$ cat src/rtl/icache_assoc_if.sv
// rtl/icache_assoc_if.sv - fetch-side and memory-side signal bundle for icache_assoc
interface icache_assoc_if;
    logic        imemREN;
    logic [31:0] imemaddr;
    logic        ihit;
    logic [31:0] imemload;
    logic        flush;
    logic        iREN;
    logic [31:0] iaddr;
    logic [31:0] iload;
    logic        iwait;
    logic [15:0] miss_count;

    modport slave (
        input  imemREN, imemaddr, flush, iload, iwait,
        output ihit, imemload, iREN, iaddr, miss_count
    );

    modport master (
        output imemREN, imemaddr, flush, iload, iwait,
        input  ihit, imemload, iREN, iaddr, miss_count
    );
endinterface

$ cat src/rtl/icache_assoc.sv
// rtl/icache_assoc.sv - set-associative instruction cache with block refill
module icache_assoc #(
    parameter int SETS  = 8,
    parameter int WAYS  = 2,
    parameter int WORDS = 2
) (
    input logic           CLK,
    input logic           nRST,
    icache_assoc_if.slave bus
);
    localparam int IDX_W  = $clog2(SETS);
    localparam int WOFF_W = $clog2(WORDS);
    localparam int TAG_W  = 30 - IDX_W - WOFF_W;
    localparam int FA_W   = TAG_W + IDX_W;
    localparam int WC_W   = (WOFF_W > 0) ? WOFF_W : 1;
    localparam int PTR_W  = (WAYS > 1) ? $clog2(WAYS) : 1;

    typedef enum logic {IDLE, FILL} state_t;

    state_t            state_q, state_d;
    logic              valid_q [SETS][WAYS];
    logic              valid_d [SETS][WAYS];
    logic [TAG_W-1:0]  tag_q   [SETS][WAYS];
    logic [TAG_W-1:0]  tag_d   [SETS][WAYS];
    logic [31:0]       data_q  [SETS][WAYS][WORDS];
    logic [31:0]       data_d  [SETS][WAYS][WORDS];
    logic [PTR_W-1:0]  ptr_q   [SETS];
    logic [PTR_W-1:0]  ptr_d   [SETS];
    logic [31:0]       buf_q   [WORDS];
    logic [31:0]       buf_d   [WORDS];
    logic [FA_W-1:0]   fill_addr_q, fill_addr_d;
    logic [WC_W-1:0]   wcnt_q, wcnt_d;
    logic [15:0]       miss_count_q, miss_count_d;

    logic [TAG_W-1:0]  lk_tag;
    logic [IDX_W-1:0]  lk_idx;
    logic [WC_W-1:0]   lk_woff;
    logic [IDX_W-1:0]  f_idx;
    logic [TAG_W-1:0]  f_tag;
    logic              hit;
    logic [31:0]       hit_word;
    logic [PTR_W-1:0]  vict;
    logic              all_valid;
    logic              ihit_c;
    logic [31:0]       imemload_c;
    logic              iren_c;
    logic [31:0]       iaddr_c;
    logic              unused_byte_off;

    assign lk_tag          = bus.imemaddr[31 -: TAG_W];
    assign lk_idx          = bus.imemaddr[2+WOFF_W +: IDX_W];
    assign lk_woff         = (WOFF_W > 0) ? bus.imemaddr[2 +: WC_W] : '0;
    assign f_idx           = fill_addr_q[IDX_W-1:0];
    assign f_tag           = fill_addr_q[FA_W-1 -: TAG_W];
    assign unused_byte_off = ^bus.imemaddr[1:0];

    always_comb begin
        hit      = 1'b0;
        hit_word = '0;
        for (int w = 0; w < WAYS; w++) begin
            if (valid_q[lk_idx][w] && tag_q[lk_idx][w] == lk_tag) begin
                hit      = 1'b1;
                hit_word = data_q[lk_idx][w][lk_woff];
            end
        end
    end

    // Lowest invalid way wins; the round-robin pointer only decides a full set.
    always_comb begin
        all_valid = 1'b1;
        vict      = ptr_q[f_idx];
        for (int w = WAYS - 1; w >= 0; w--) begin
            if (!valid_q[f_idx][w]) begin
                vict      = PTR_W'(w);
                all_valid = 1'b0;
            end
        end
    end

    always_comb begin
        state_d      = state_q;
        valid_d      = valid_q;
        tag_d        = tag_q;
        data_d       = data_q;
        ptr_d        = ptr_q;
        buf_d        = buf_q;
        fill_addr_d  = fill_addr_q;
        wcnt_d       = wcnt_q;
        miss_count_d = miss_count_q;
        ihit_c       = 1'b0;
        imemload_c   = '0;
        iren_c       = 1'b0;
        iaddr_c      = '0;

        case (state_q)
            IDLE: begin
                if (bus.imemREN) begin
                    if (hit) begin
                        ihit_c     = 1'b1;
                        imemload_c = hit_word;
                    end else begin
                        fill_addr_d  = {lk_tag, lk_idx};
                        wcnt_d       = '0;
                        miss_count_d = miss_count_q + 16'd1;
                        state_d      = FILL;
                    end
                end
            end
            FILL: begin
                iren_c  = 1'b1;
                iaddr_c = {fill_addr_q, {(WOFF_W + 2){1'b0}}} | (32'(wcnt_q) << 2);
                if (bus.flush) begin
                    wcnt_d  = '0;
                    state_d = IDLE;
                end else if (!bus.iwait) begin
                    buf_d[wcnt_q] = bus.iload;
                    wcnt_d        = wcnt_q + 1'b1;
                    if (wcnt_q == WC_W'(WORDS - 1)) begin
                        valid_d[f_idx][vict] = 1'b1;
                        tag_d[f_idx][vict]   = f_tag;
                        for (int wd = 0; wd < WORDS; wd++) begin
                            data_d[f_idx][vict][wd] = (wd == WORDS - 1) ? bus.iload : buf_q[wd];
                        end
                        if (all_valid && WAYS > 1) begin
                            ptr_d[f_idx] = (ptr_q[f_idx] == PTR_W'(WAYS - 1)) ? '0
                                                                              : ptr_q[f_idx] + 1'b1;
                        end
                        wcnt_d  = '0;
                        state_d = IDLE;
                    end
                end
            end
            default: state_d = IDLE;
        endcase

        if (bus.flush) begin
            for (int s = 0; s < SETS; s++) begin
                for (int w = 0; w < WAYS; w++) begin
                    valid_d[s][w] = 1'b0;
                end
            end
        end
    end

    always_ff @(posedge CLK or negedge nRST) begin
        if (!nRST) begin
            state_q      <= IDLE;
            fill_addr_q  <= '0;
            wcnt_q       <= '0;
            miss_count_q <= '0;
            for (int s = 0; s < SETS; s++) begin
                ptr_q[s] <= '0;
                for (int w = 0; w < WAYS; w++) begin
                    valid_q[s][w] <= 1'b0;
                end
            end
        end else begin
            state_q      <= state_d;
            fill_addr_q  <= fill_addr_d;
            wcnt_q       <= wcnt_d;
            miss_count_q <= miss_count_d;
            ptr_q        <= ptr_d;
            valid_q      <= valid_d;
        end
    end

    always_ff @(posedge CLK) begin
        tag_q  <= tag_d;
        data_q <= data_d;
        buf_q  <= buf_d;
    end

    assign bus.ihit       = ihit_c;
    assign bus.imemload   = imemload_c;
    assign bus.iREN       = iren_c;
    assign bus.iaddr      = iaddr_c;
    assign bus.miss_count = miss_count_q;
endmodule
$ cat src/flat_wrapper.sv
// flat-port wrapper written by rule: the top's interface ports become plain ports
module icache_assoc_flat 
#(
    parameter int SETS  = 8,
    parameter int WAYS  = 2,
    parameter int WORDS = 2
)
  (CLK, nRST, bus_imemREN, bus_imemaddr, bus_flush, bus_iload, bus_iwait, bus_ihit, bus_imemload, bus_iREN, bus_iaddr, bus_miss_count);
  icache_assoc_if bus_i ();
  input logic CLK;
  input logic nRST;
  input wire logic [$bits(bus_i.imemREN)-1:0] bus_imemREN;
  input wire logic [$bits(bus_i.imemaddr)-1:0] bus_imemaddr;
  input wire logic [$bits(bus_i.flush)-1:0] bus_flush;
  input wire logic [$bits(bus_i.iload)-1:0] bus_iload;
  input wire logic [$bits(bus_i.iwait)-1:0] bus_iwait;
  output wire logic [$bits(bus_i.ihit)-1:0] bus_ihit;
  output wire logic [$bits(bus_i.imemload)-1:0] bus_imemload;
  output wire logic [$bits(bus_i.iREN)-1:0] bus_iREN;
  output wire logic [$bits(bus_i.iaddr)-1:0] bus_iaddr;
  output wire logic [$bits(bus_i.miss_count)-1:0] bus_miss_count;
  assign bus_i.imemREN = bus_imemREN;
  assign bus_i.imemaddr = bus_imemaddr;
  assign bus_i.flush = bus_flush;
  assign bus_i.iload = bus_iload;
  assign bus_i.iwait = bus_iwait;
  assign bus_ihit = bus_i.ihit;
  assign bus_imemload = bus_i.imemload;
  assign bus_iREN = bus_i.iREN;
  assign bus_iaddr = bus_i.iaddr;
  assign bus_miss_count = bus_i.miss_count;
  icache_assoc #(.SETS(SETS), .WAYS(WAYS), .WORDS(WORDS)) u_core (.CLK(CLK), .nRST(nRST), .bus(bus_i));
endmodule
$ cat config.mk
export PLATFORM = sky130hd
export DESIGN_NAME = icache_assoc_flat
export DESIGN_NICKNAME = d
export VERILOG_FILES = /design/src/rtl/icache_assoc_if.sv /design/src/rtl/icache_assoc.sv /design/src/flat_wrapper.sv
export SDC_FILE = /design/constraint.sdc
export NUM_CORES = 2
export LEC_CHECK = 0
export BUFFER_PORTS_ARGS = -buffer_cell sky130_fd_sc_hd__buf_2
export CORE_AREA = 2 2 419 255
export CTS_CLUSTER_DIAMETER = 30
export DETAILED_ROUTE_END_ITERATION = 12
export DIE_AREA = 0 0 421 257
export HOLD_SLACK_MARGIN = 0.03
export PLACE_DENSITY = 0.83
export SLEW_MARGIN = 20
export SYNTH_ARGS = -nofsm -noshare
export SYNTH_HDL_FRONTEND = slang
export SYNTH_SLANG_ARGS = --single-unit
$ cat constraint.sdc
create_clock -name CLK -period 18.9 [get_ports CLK]
set_input_delay 5.67 -clock CLK [delete_from_list [all_inputs] [get_ports CLK]]
set_output_delay 5.67 -clock CLK [all_outputs]
set_load 0.02 [all_outputs]
==> qor.yml <==
power:
  combPwrFrac: 0.062
  p_sw_mw: 1.85
  peakVddDrop_uv: 104
  power_density_nw_per_um2: 109
  p_sw_frac: 0.237
  power.share.clock: 0.431
  p_seq_frac: 0.507
  leakage_nw: 23.4
  p_total_mw: 7.78
  p_int_mw: 5.94
route:
  drc: 0
  first_pass_iters: 6
  ant_nets: 0
  drtIter0Drc: 5734
  routed_wl_mm: 161
  wire_per_inst_microns: 32.4
  num_vias: 33200
  via_per_inst: 6.70
place:
  dpl_cell_area_sq_um: 65600
  place_congestion: 0.855
  dp_slack_ns: 2.90
  hpwl_mm: 79.5
  port_buffers: 146
sta:
  hold_viol_final: 0
  post-route-period-util: 0.858
  period_minus_slack_ns: 16.21
  slew_viol_final: 0
  skew_ns: 0.0395
  rsz0062_at_grt: "false"
  fin_setup_tns_ns: 0
  fmax_ghz: 0.0617
  hold_ws_ns: 0.478
  setup_viol: 0
  relSlewSlack: 0.238
  max_slew.worst_pin.slew_ns: 1.14
  setup_ws_ns: 2.69
synth:
  ys_top_cells_by_count: "1472 x edfxtp_1, 481 x and2_1, 414 x mux4_2, 142 x clkbuf_1, 92 x nand2_1"
  synth_xor_area_frac: 0.00887
  async_flop_share: 0.0460
  synth_area_leaders: "edfxtp_1 70%, mux4_2 15%, and2_1 4.8%"
  synth_compound_area_frac: 0.00996
  yosysUniqueCellTypes: 51
  syn-cell-area_sq_um: 63200
  yosysMostFrequentCell: "edfxtp_1"
  yosys.area_share.simple: 0.0702
  ys_seq_area_frac: 0.728
  synthCells: 3227
  synthAdderAreaFrac: 0.000198
  synth_top_area_share: 0.700
  synth_seq_cells: 1543
  syn_area_per_cell_sq_um: 19.6
  synthMuxAreaShare: 0.167
  synth_largest_area_cell: "edfxtp_1"
  synth_top_family_by_area: "multiplexers"
  ys.flop_type: "edfxtp_1"
  synth_edf_count: 1472
  yosys_warnings: 0
clock_tree:
  cts-resized-gates: 0
  ctsRootBufferMaster: "clkbuf_16"
  post_cts_buffers: 0
  clk_pin_slew_worst_paths_ns: 0.06
  numCtsBuffers: 166
  cts.sinks: 1543
  h-tree-depth: 4
  cts_buffer_depth: 3
  cts_tree: "built"
  hold_buffers: 0
  clk_latency_ns: 0.81
critical_path:
  cp.required_ns: 13.23
  ff2ff_path_depth: 10
  critPathKind: "in -> out"
  crit_path_end_kind: "output port"
  max_stage_delay_ns: 0.70
  crit_top_cell: "buf_4"
  arrival_ns: 10.54
  cp-start-kind: "input pin"
  crit_chain: "buf_8 -> buf_4 -> mux4_2 -> mux2i_1 -> xor2_1 -> o2111ai_1 -> nor4_1 -> and4_2 -> buf_4 -> nand2_1 -> a21oi_1 -> buf_2"
  r2r_slack_ns: 13.62
  worstPathMaxFanout: 93
  slowest_stage: "buf_4"
floorplanning:
  ios: 151
  dieWidth_microns: 421
  fp.dieH_microns: 257
  start_util: 0.606
  core_area_sq_um: 104000
  fp.dieArea_sq_um: 108000
  num_rows: 92
global_route:
  track_usage: 0.301
  grt_pass1_vias: 34100
  grt_max_degree: 109
  overflow: 0
  antenna_found_initial: 15
  grt_pass1_wl_mm: 233
min_path:
  hold_class: "reg -> reg"
  min_path_cells: 1
finish:
  seq_area_sq_um: 46000
  syn2layout_area_growth_pct: 12.9
  fin_nets: 3469
  final_area_sq_um: 71300
  drive_above_1_share: 0.283
  multi_input_area_sq_um: 16400
  nFillCells: 6148
run_status:
  outcome: "complete, no violations"
job:
  maxCapViolations: 0
-- registers in the layout, indices dropped and copies added, names as in the netlist --
name / flops
u_core.data_q: 1024
u_core.state_q: 1
u_core.ptr_q: 8
u_core.buf_q: 32
u_core.tag_q: 416
u_core.wcnt_q: 1
u_core.valid_q: 16
u_core.fill_addr_q: 29
u_core.bus.miss_count: 16
-- critical path, delay by kind of cell --
| family | cells | cell delay [ns] |
|---|---|---|
| and+or+nand+nor | 3 | 0.63 |
| buffers and inverters | 4 | 2.34 |
| AOI/OAI and AO/OA | 2 | 0.66 |
| xor gates and xnor gates | 1 | 0.39 |
| muxes | 2 | 0.67 |
-- final cells by class --
cell class              instances  area share
clock inverters               118      0.0197
clock buffers                 189      0.0602
repair buffers                225      0.0195
well taps                    1410      0.0247
inverters                      10    0.000526
flip-flops and latches       1543       0.645
multi-input cells            1453       0.230
diodes                         12    0.000421
-- cell families after synthesis --
kind of cell             count (synthesis)
other                                    1
AND/OR/NAND/NOR                        762
XOR/XNOR                                64
adder cells (fa/ha/maj)                  1
multiplexers                           530
AO/OA/AOI/OAI                           94
buffers and inverters                  232
flip-flops                            1543
-- layout by cell type (no fill, tap or decap), types with 14 or more instances in the layout --
cell type | synthesis | routed
and2_1 | 481 | 481
a21o_1 | 17 | 16
edfxtp_1 | 1472 | 1472
bufinv_16 | 0 | 17
mux2i_1 | 68 | 68
buf_4 | 5 | 78
clkinv_1 | 1 | 17
and3_1 | 71 | 71
nor2_1 | 29 | 16
buf_2 | 22 | 141
mux4_2 | 414 | 414
clkbuf_1 | 142 | 19
mux2_2 | 48 | 48
xnor2_1 | 15 | 15
clkinvlp_4 | 0 | 15
inv_6 | 0 | 21
nand2_1 | 92 | 91
clkbuf_16 | 0 | 167
nor3_2 | 0 | 15
dfrtp_1 | 71 | 71
xor2_1 | 49 | 49
a21oi_1 | 39 | 38
clkinv_2 | 0 | 14
-- power by group through the flow --
| stage | Combinational, mW | Sequential (mW) | Clock, mW |
|---|---|---|---|
| after floorplan | 0.306 | 3.97 | 0 |
| after global placement | 0.463 | 4.01 | 0 |
| after detailed placement | 0.474 | 4.01 | 0 |
| after CTS | 0.482 | 3.94 | 3.37 |
| after global routing | 0.512 | 3.95 | 3.51 |
| final | 0.486 | 3.94 | 3.35 |
-- path summary, 6_finish.rpt --
kind	startpoint	end
max	bus_imemaddr[5]	bus_imemload[24]
min	u_core.bus.miss_count[15]$_DFFE_PN0P_	u_core.bus.miss_count[15]$_DFFE_PN0P_
max reg2reg	u_core.fill_addr_q[2]$_DFFE_PN0P_	u_core.data_q[931]$_DFFE_PP_
min reg2reg	u_core.bus.miss_count[15]$_DFFE_PN0P_	u_core.bus.miss_count[15]$_DFFE_PN0P_
max in group asynchronous	nRST	u_core.fill_addr_q[13]$_DFFE_PN0P_
min in group asynchronous	nRST	u_core.bus.miss_count[11]$_DFFE_PN0P_
-- through the flow --
stage,std cells,utilization
2_1_floorplan,3228,-
3_5_place_dp,4641,0.629
6_report,4960,0.684
4_1_cts,4948,0.684
5_1_grt,4955,0.684
3_3_place_gp,4641,0.629
-- per-layer routing --
metal	wire [microns]	vias up	GRT usage	part of all wire
li1	-	13200	-	-
met1	57700	17100	0.412	0.36
met2	76100	2545	0.463	0.47
met3	21300	393	0.0917	0.13
met4	5430	10	0.113	0.034
met5	63	-	0	0.00039
No activity file was read; power rests on OpenSTA's default activity.
